File: config.mk
export PLATFORM = sky130hd
export DESIGN_NAME = rv_skid_fifo
export DESIGN_NICKNAME = d
export VERILOG_FILES = /design/src/rtl/rv_pkg.sv /design/src/rtl/rv_skid_fifo_mem.sv /design/src/rtl/rv_skid_fifo.sv
export SDC_FILE = /design/constraint.sdc
export NUM_CORES = 1
export LEC_CHECK = 0
export ABC_AREA = 1
export CAP_MARGIN = 20
export CORE_ASPECT_RATIO = 0.7
export CORE_MARGIN = 2
export CORE_UTILIZATION = 49
export DETAILED_ROUTE_END_ITERATION = 12
export GPL_TIMING_DRIVEN = 0
export PLACE_DENSITY = 0.74
export SLEW_MARGIN = 10
export SYNTH_ARGS = -nofsm -noshare
export SYNTH_HDL_FRONTEND = slang
export SYNTH_SLANG_ARGS = --single-unit
export TNS_END_PERCENT = 5
File: constraint.sdc
create_clock -name clk -period 2.35 [get_ports clk]
set_input_delay 0.705 -clock clk [delete_from_list [all_inputs] [get_ports clk]]
set_output_delay 0.705 -clock clk [all_outputs]
set_load 0.02 [all_outputs]
File: src/rtl/rv_pkg.sv
// Shared ready/valid helpers: pointer-width function, default payload width, level type.
package rv_pkg;

   localparam int unsigned RV_DATA_W    = 8;
   localparam int unsigned RV_DEPTH_DEF = 4;

   // Pointer width for a circular buffer; never narrower than one bit.
   function automatic int unsigned clog2_min1(input int unsigned n);
      return (n <= 2) ? 1 : $clog2(n);
   endfunction

   typedef logic [$clog2(RV_DEPTH_DEF+1)-1:0] rv_level_t;

endpackage

File: src/rtl/rv_skid_fifo_mem.sv
// DEPTH x DATA_WIDTH storage with one write port and one registered, enabled read port.
// A read of the address being written in the same cycle returns the new word.
module rv_skid_fifo_mem
   import rv_pkg::*;
#(
   parameter int unsigned DATA_WIDTH = RV_DATA_W,
   parameter int unsigned DEPTH      = 4,
   parameter int unsigned AW         = clog2_min1(DEPTH)
) (
   input  logic                  clk,
   input  logic                  rst,
   input  logic                  wr_en,
   input  logic [AW-1:0]         wr_addr,
   input  logic [DATA_WIDTH-1:0] wr_data,
   input  logic                  rd_en,
   input  logic [AW-1:0]         rd_addr,
   output logic [DATA_WIDTH-1:0] rd_data
);

   logic [DATA_WIDTH-1:0] mem [DEPTH];

   always_ff @(posedge clk) begin
      if (wr_en) mem[wr_addr] <= wr_data;
   end

   always_ff @(posedge clk or posedge rst) begin
      if (rst) begin
         rd_data <= '0;
      end else if (rd_en) begin
         rd_data <= (wr_en && (wr_addr == rd_addr)) ? wr_data : mem[rd_addr];
      end
   end

endmodule

File: src/rtl/rv_skid_fifo.sv
// DEPTH-entry ready/valid elastic buffer with registered s_ready, level and almost_full.
// Define RV_SKID_FIFO_BYPASS_EN for a same-cycle s_data -> m_data path when empty.
module rv_skid_fifo
   import rv_pkg::*;
#(
   parameter int unsigned DATA_WIDTH   = RV_DATA_W,
   parameter int unsigned DEPTH        = 4,
   parameter int unsigned AFULL_THRESH = 3
) (
   input  logic                         clk,
   input  logic                         rst,
   input  logic                         s_valid,
   output logic                         s_ready,
   input  logic [DATA_WIDTH-1:0]        s_data,
   output logic                         m_valid,
   input  logic                         m_ready,
   output logic [DATA_WIDTH-1:0]        m_data,
   output logic [$clog2(DEPTH+1)-1:0]   level,
   output logic                         almost_full
);

   localparam int unsigned AW = clog2_min1(DEPTH);
   localparam int unsigned LW = $clog2(DEPTH+1);

   logic [AW-1:0]         wr_ptr;
   logic [AW-1:0]         rd_ptr;
   logic                  m_valid_q;
   logic [DATA_WIDTH-1:0] head_q;

   logic                  push_c;
   logic                  pop_c;
   logic                  bypass_c;
   logic                  store_c;
   logic                  rd_en_c;
   logic [AW-1:0]         rd_addr_c;
   logic [LW-1:0]         level_next_c;

   assign push_c = s_valid & s_ready;
   assign pop_c  = m_valid_q & m_ready;

`ifdef RV_SKID_FIFO_BYPASS_EN
   // Empty buffer and a willing consumer: hand the word straight through.
   assign bypass_c = (level == '0) & push_c & m_ready;
   assign m_valid  = m_valid_q | bypass_c;
   assign m_data   = bypass_c ? s_data : head_q;
`else
   assign bypass_c = 1'b0;
   assign m_valid  = m_valid_q;
   assign m_data   = head_q;
`endif

   assign store_c      = push_c & ~bypass_c;
   assign level_next_c = level + LW'(store_c) - LW'(pop_c);

   // Head register follows rd_ptr; reload it on a pop or when the first word lands.
   assign rd_addr_c = rd_ptr + AW'(pop_c);
   assign rd_en_c   = (level_next_c != '0) & (pop_c | (level == '0));

   rv_skid_fifo_mem #(
      .DATA_WIDTH (DATA_WIDTH),
      .DEPTH      (DEPTH),
      .AW         (AW)
   ) u_mem (
      .clk     (clk),
      .rst     (rst),
      .wr_en   (store_c),
      .wr_addr (wr_ptr),
      .wr_data (s_data),
      .rd_en   (rd_en_c),
      .rd_addr (rd_addr_c),
      .rd_data (head_q)
   );

   always_ff @(posedge clk or posedge rst) begin
      if (rst) begin
         wr_ptr      <= '0;
         rd_ptr      <= '0;
         level       <= '0;
         m_valid_q   <= 1'b0;
         s_ready     <= 1'b0;
         almost_full <= 1'b0;
      end else begin
         if (store_c) wr_ptr <= wr_ptr + AW'(1);
         if (pop_c)   rd_ptr <= rd_ptr + AW'(1);
         level       <= level_next_c;
         m_valid_q   <= (level_next_c != '0);
         s_ready     <= (level_next_c != LW'(DEPTH));
         almost_full <= (level_next_c >= LW'(AFULL_THRESH));
      end
   end

endmodule

* After elaboration in Yosys (flattened, before gate mapping)
Memory sizes are Yosys's and may differ from the RTL's. A register that Yosys moved wholly into a read port is not among the register bits.
Cells that the tools add are included.
** Operators by class
- Add/subtract/negate cells :: 5
- Magnitude comparators :: 1
- Equality and inequality tests :: 1
- Muxes and demuxes :: 2
- Bitwise gates (word level) :: 4
- Reductions and logical operators :: 2
** Operators by type and width (count)
- $add 2x1->2 const B :: 2
- $add 3x1->3 :: 1
- $and 1x1->1 :: 3
- $ge 3x2->1 const B :: 1
- $logic_not 3->1 :: 1
- $ne 3x3->1 const B :: 1
- $reduce_bool 3->1 :: 1
- $sub 3x1->3 :: 1
- $add 2x1->2 :: 1
- $mux 1 :: 2
- $or 1x1->1 :: 1
** Storage, ports and cells
- Register bits :: 10
- Bits in writable memories :: 32
- Bits of input ports :: 12
- Output and inout port bits :: 14
- Word-level logic and storage cells :: 22
- Memories kept :: 1
** Memories
- u_mem.mem :: depth 4, bits a word 8, read ports 1, clocked after memory_dff 1, wr ports 1, RTL line rv_skid_fifo_mem.sv:20 : logic [DATA_WIDTH-1:0] mem [DEPTH];

* Depth between registers and ports, before layout
- Depth after elaboration :: 5
- Depth in mapped cells :: 13
- Mapped depth without buffers :: 13

* Modules after synthesis
Synthesis repeated with hierarchy kept, for this count alone.
** Unflattened totals
- Cell total of the unflattened synthesis :: 216
- Area total of the unflattened synthesis :: 2238.4 µm²
** By module, submodules not included
- rv_skid_fifo_mem :: times used 1, cells an instance 170, area an instance 1783.0 µm², seq. area each 1161.1 µm²
- rv_skid_fifo :: times used 1, cells an instance 46, area an instance 455.4 µm², seq. area each 250.2 µm²

* Worst setup path before layout
Ideal clock, no wire load.
- Path kind :: input to register
- From :: input port s_valid
- To :: register u_mem.rd_data[0], read port of u_mem.mem
- Library setup time :: 117 ps
- Data arrival time :: 2364 ps
- Data required time :: 2233 ps
- Setup slack :: -131 ps
- Cell stages on the path :: 12
- Path buffers :: 0
- Cells stage by stage :: nand2_2 > nand2_1 > nand2_1 > ha_1 > fa_1 > xor2_1 > nand2_1 > nand3_1 > nand2_2 > clkinv_8 > nand3_1 > nand2_1
** Between the ends
- Longest elaborated chain between the ends :: 5
** RTL lines
- start: declaration :: RTL line rv_skid_fifo.sv:12 : input logic s_valid,
- $and 1x1->1 :: RTL line rv_skid_fifo.sv:38 : assign push_c = s_valid & s_ready;
- $add 3x1->3 :: RTL line rv_skid_fifo.sv:53 : assign level_next_c = level + LW'(store_c) - LW'(pop_c);
- $sub 3x1->3 :: RTL line rv_skid_fifo.sv:53
- $reduce_bool 3->1 :: RTL line rv_skid_fifo.sv:57 : assign rd_en_c = (level_next_c != '0) & (pop_c | (level == '0));
- $and 1x1->1 :: RTL line rv_skid_fifo.sv:57
- end: declaration :: RTL line rv_skid_fifo_mem.sv:17 : output logic [DATA_WIDTH-1:0] rd_data
Every way passes these cells.
A chain may end at the register's enable or synchronous reset.

* Worst setup path in the final report
- From :: input port m_ready
- To :: register u_mem.rd_data[0], read port of u_mem.mem
** Between the ends
- Longest elaborated chain between the ends :: 4
- Elaborated cells between the ends (all ways) :: 6
- Classes of those cells :: add/sub: 2; bitwise: 3; reduce/logical: 1
** RTL lines
- start: declaration :: RTL line rv_skid_fifo.sv:16 : input logic m_ready,
- $and 1x1->1 :: RTL line rv_skid_fifo.sv:39 : assign pop_c = m_valid_q & m_ready;
- $sub 3x1->3 :: RTL line rv_skid_fifo.sv:53
- via level_next_c[1] :: RTL line rv_skid_fifo.sv:36 : logic [LW-1:0] level_next_c;
- $reduce_bool 3->1 :: RTL line rv_skid_fifo.sv:57
- $and 1x1->1 :: RTL line rv_skid_fifo.sv:57
The timed path passes the listed nets, and every way through them passes these cells.

==> impl_results.md <==
- Status: finished, final reports clean
- Gate power share: a little over half
- GR Overflow Total: 0
- Maximum vdd drop: roughly 430 uV
- CP Data Arrival Time: 2450 ps
- Fmax: between 400 and 500 MHz
- TritonRoute pass-1 iters: 4
- Clock sink count: 50
- Post-synthesis xor/xnor area fraction: under 10%
- Syn nets: between 200 and 250
- Largest net degree at the start of global routing: 19
- H-Tree Depth: 2
- Slew Limit Fails: 0
- Post-synth EDFFs: 32
- Antenna diodes: 0
- Clock Power Share: a little under an eighth
- Vias in the first global route: between 1500 and 2000
- Synth async-reset ratio: 36.00%
- Clk Tree Root Cell: clkbuf_8
- Global-route usage over all layers: between 10% and 20%
- Crit. End Element: flop
- CTS tree: built
- Hold Crit Depth: 2
- Post-DP Area: 2696 um^2
- Max-cap viol count: 0
- DIE HEIGHT: roughly 62 um
- Worst reg2reg path depth: 12
- Clk buf depth: 2
- Hold WC Path Type: flop to flop
- RSZ-0062 raised after global routing: true
- GP Congestion: a little over 0.8
- Yosys reg bits: 50
- DRC: 0
- Crit path from: m_ready
- Worst setup SP type: input port
- Starting Density: 50.07%
- Final HPWL DP: about 3300 um
- Switching power: 1.699 mW
- Synth Area in Compound Gates: 0.5313%
- Netlist cell types: 21
- Global-route wire length before repair: between 7000 and 8000 um
- Initial DRC count: between 100 and 150
- Final std cell area, no fill: between 2000 and 3000 um^2
- Final net count: roughly 280
- Mux contribution to synthesized area: 0%
- Slew HR: between 40% and 50%
- Placed cell count: approximately 300
- IO Count: 26
- Worst-path maximum fanout: 8
- Pwr dens: approximately 1400 nW/um^2
- Clock Pin Slew Worst Setup and Hold Paths: roughly 90 ps
- Final Hold Fails: 0
- Worst R2R End: u_mem.rd_data[0]
- Reg2Reg Launch Point: m_valid
- Hold path endpoint: u_mem.rd_data[5]
- Core Box Area: around 4700 um^2
- Synth Instances: 220
- Detailed-route wire length per cell: approximately 15 um
- Fin util: 60.63%
- Row count: 21
- Syn. warnings: 0
- Hold Startpoint: u_mem.rd_data[5]
- Worst-margin pin slew: just under 800 ps
- Pleak: 1.244 nW
- Share of layout cells above drive strength 1: around 17%
- Synth Area in Simple Gates: 29.28%
- Filler-free cell count of the finished design: 317
- Layout area overhead: 21.09%
- Clk_lat worst skew: approximately 300 ps
- Internal Power: roughly 2.3 mW
- Register area share after synthesis: between 50% and 60%
- Clock skew: around 7 ps
- PnR Total Power: 3.962 mW
- Mean Syn Cell Area: between 10 and 15 um^2
- Switching Fraction: 42.90%
- CP Class: input port to flop
- Total CTS buffers: 5
- Setup violations, final: 0
- Tmin final: between 2000 and 2500 ps
- Worst reg2reg setup slack: between 150 and 200 ps
- I/O Buffers: 25
- Vias: 1648
- Largest family of logic cells by synthesized area: simple AND/OR/NAND/NOR gates
- DIE WIDTH: between 80 and 90 um
- Antenna violations before repair: 0
- Synth Cell Area: roughly 2400 um^2
- Period utilisation layout: 96.01%
- Seq pwr share: roughly a third
- Fillcell total: 420
- Die area: 5385 um^2
- Final antenna-violating net count: 0
- Post-synthesis adder-cell area fraction: under 10%
- Critical path data required time: around 2600 ps
- DR vias/cell: between 5 and 6
- Ys flop type: edfxtp_1
- Post-Route WL: 4751 um
[kinds of logic after synthesis]
| group | after synthesis |
|---|---|
| flip-flops | 50 |
| AO/OA/AOI/OAI | 2 |
| XOR/XNOR | 3 |
| buffers and inverters | 25 |
| AND/OR/NAND/NOR | 134 |
| adder cells (fa/ha/maj) | 6 |
[worst max-delay path: stages]
cell and delay (ps):
clkbuf_2 130, nand2_2 80, inv_1 100, nand2_2 70, nand2_1 70, ha_2 180, fa_2 470, nor2_4 150
nand3_2 110, nand2_4 110, clkinv_8 70, nand3_1 120, nand2_1 70
[per-stage QoR]
step,setup slack [ps],TNS (ps),hold WS [ps]
detailed placement,-778.5,-8216,465.8
floorplan,37.77,0,589.7
global placement,-744.2,-7625,461.3
finish,93.82,0,482.9
CTS,7.405,0,487.7
global route,-11.48,-12.98,511.3
[metal layers]
metal,track usage (%),wire [um],up-vias
met5,0,0,-
met4,8.259,42,0
met3,4.491,446,5
met2,29.23,2120,63
met1,28.84,2141,757
li1,-,-,823
[worst max path at each step]
stage                     slack (ps)  cells after the start                to
after floorplan                   40                     12  u_mem.rd_data[0]
after global placement          -740                     13  u_mem.rd_data[3]
after detailed placement        -780                     13  u_mem.rd_data[0]
after CTS                          7                     13  u_mem.rd_data[0]
after global routing             -10                     13  u_mem.rd_data[0]
final                             90                     13  u_mem.rd_data[0]
[cells in the mapped netlist, types with 2 or more instances]
cell type | count | area, um^2
buf_6 | 3 | 33.78
dfrtp_1 | 18 | 450.4
edfxtp_1 | 32 | 960.9
ha_1 | 5 | 62.56
inv_1 | 20 | 75.07
nand2_1 | 56 | 210.2
nand2_2 | 6 | 37.54
nand2_4 | 6 | 67.56
nand3_1 | 54 | 270.3
nand3_2 | 2 | 20.02
nand3_4 | 2 | 35.03
nor2_1 | 6 | 22.52
xor2_1 | 2 | 17.52
[cell usage in the layout (no fill, tap or decap)]
master / n
clkbuf_1: 1
nor2_8: 1
buf_6: 4
clkinv_2: 1
nand4_1: 1
fa_2: 1
ha_2: 1
nand2_1: 55
nand2_2: 5
buf_4: 7
clkbuf_8: 5
clkdlybuf4s50_1: 23
nor2_4: 1
nand3_2: 4
clkinv_8: 1
clkdlybuf4s15_1: 1
nand3_4: 2
inv_1: 20
nor2_1: 5
a21oi_1: 1
ha_1: 4
xor2_1: 2
edfxtp_1: 32
clkinv_1: 1
clkbuf_2: 1
xnor2_2: 1
nand2_4: 8
o31ai_1: 1
dfrtp_1: 18
nand3_1: 52
[repair_timing]
item | CTS | global route
gates resized for setup | 4 | 7
hold buffers | 0 | 0
buffers inserted | 5 | 2
pin swaps | 2 | 4
endpoints found under the hold margin | 0 | 0
endpoints found under the setup margin | 10 | 9
[area by class of cell]
| class | instances | area, um^2 | share of cell area [%] |
|---|---|---|---|
| Sequential cell | 50 | 1411 | 49.50 |
| Inverter | 21 | 91.34 | 3.203 |
| Tap cell | 57 | 71.32 | 2.501 |
| Timing Repair Buffer | 32 | 301.5 | 10.57 |
| Clock inverter | 2 | 8.758 | 0.3072 |
| Multi-Input combinational cell | 145 | 853.3 | 29.93 |
| Clock buffer | 6 | 72.57 | 2.545 |
| Buffer | 4 | 41.29 | 1.448 |
[flip-flops by register name, summed over array words and instances (netlist names)]
register,cells
u_mem.rd_data,8
s_ready,1
u_mem.mem,32
m_valid,1
rd_ptr,2
almost_full,1
level,3
wr_ptr,2
[power groups by stage]
| stage | Combinational, mW | Sequential [mW] | Clock, mW |
|---|---|---|---|
| 3_3_place_gp | 1.88 | 1.37 | 0 |
| 6_report | 2.12 | 1.37 | 0.477 |
| 5_1_grt | 2.36 | 1.40 | 0.511 |
| 4_1_cts | 2.00 | 1.36 | 0.477 |
| 2_1_floorplan | 1.21 | 1.49 | 0 |
| 3_5_place_dp | 1.92 | 1.38 | 0 |
Note: power is estimated with default switching activity, not from simulation.
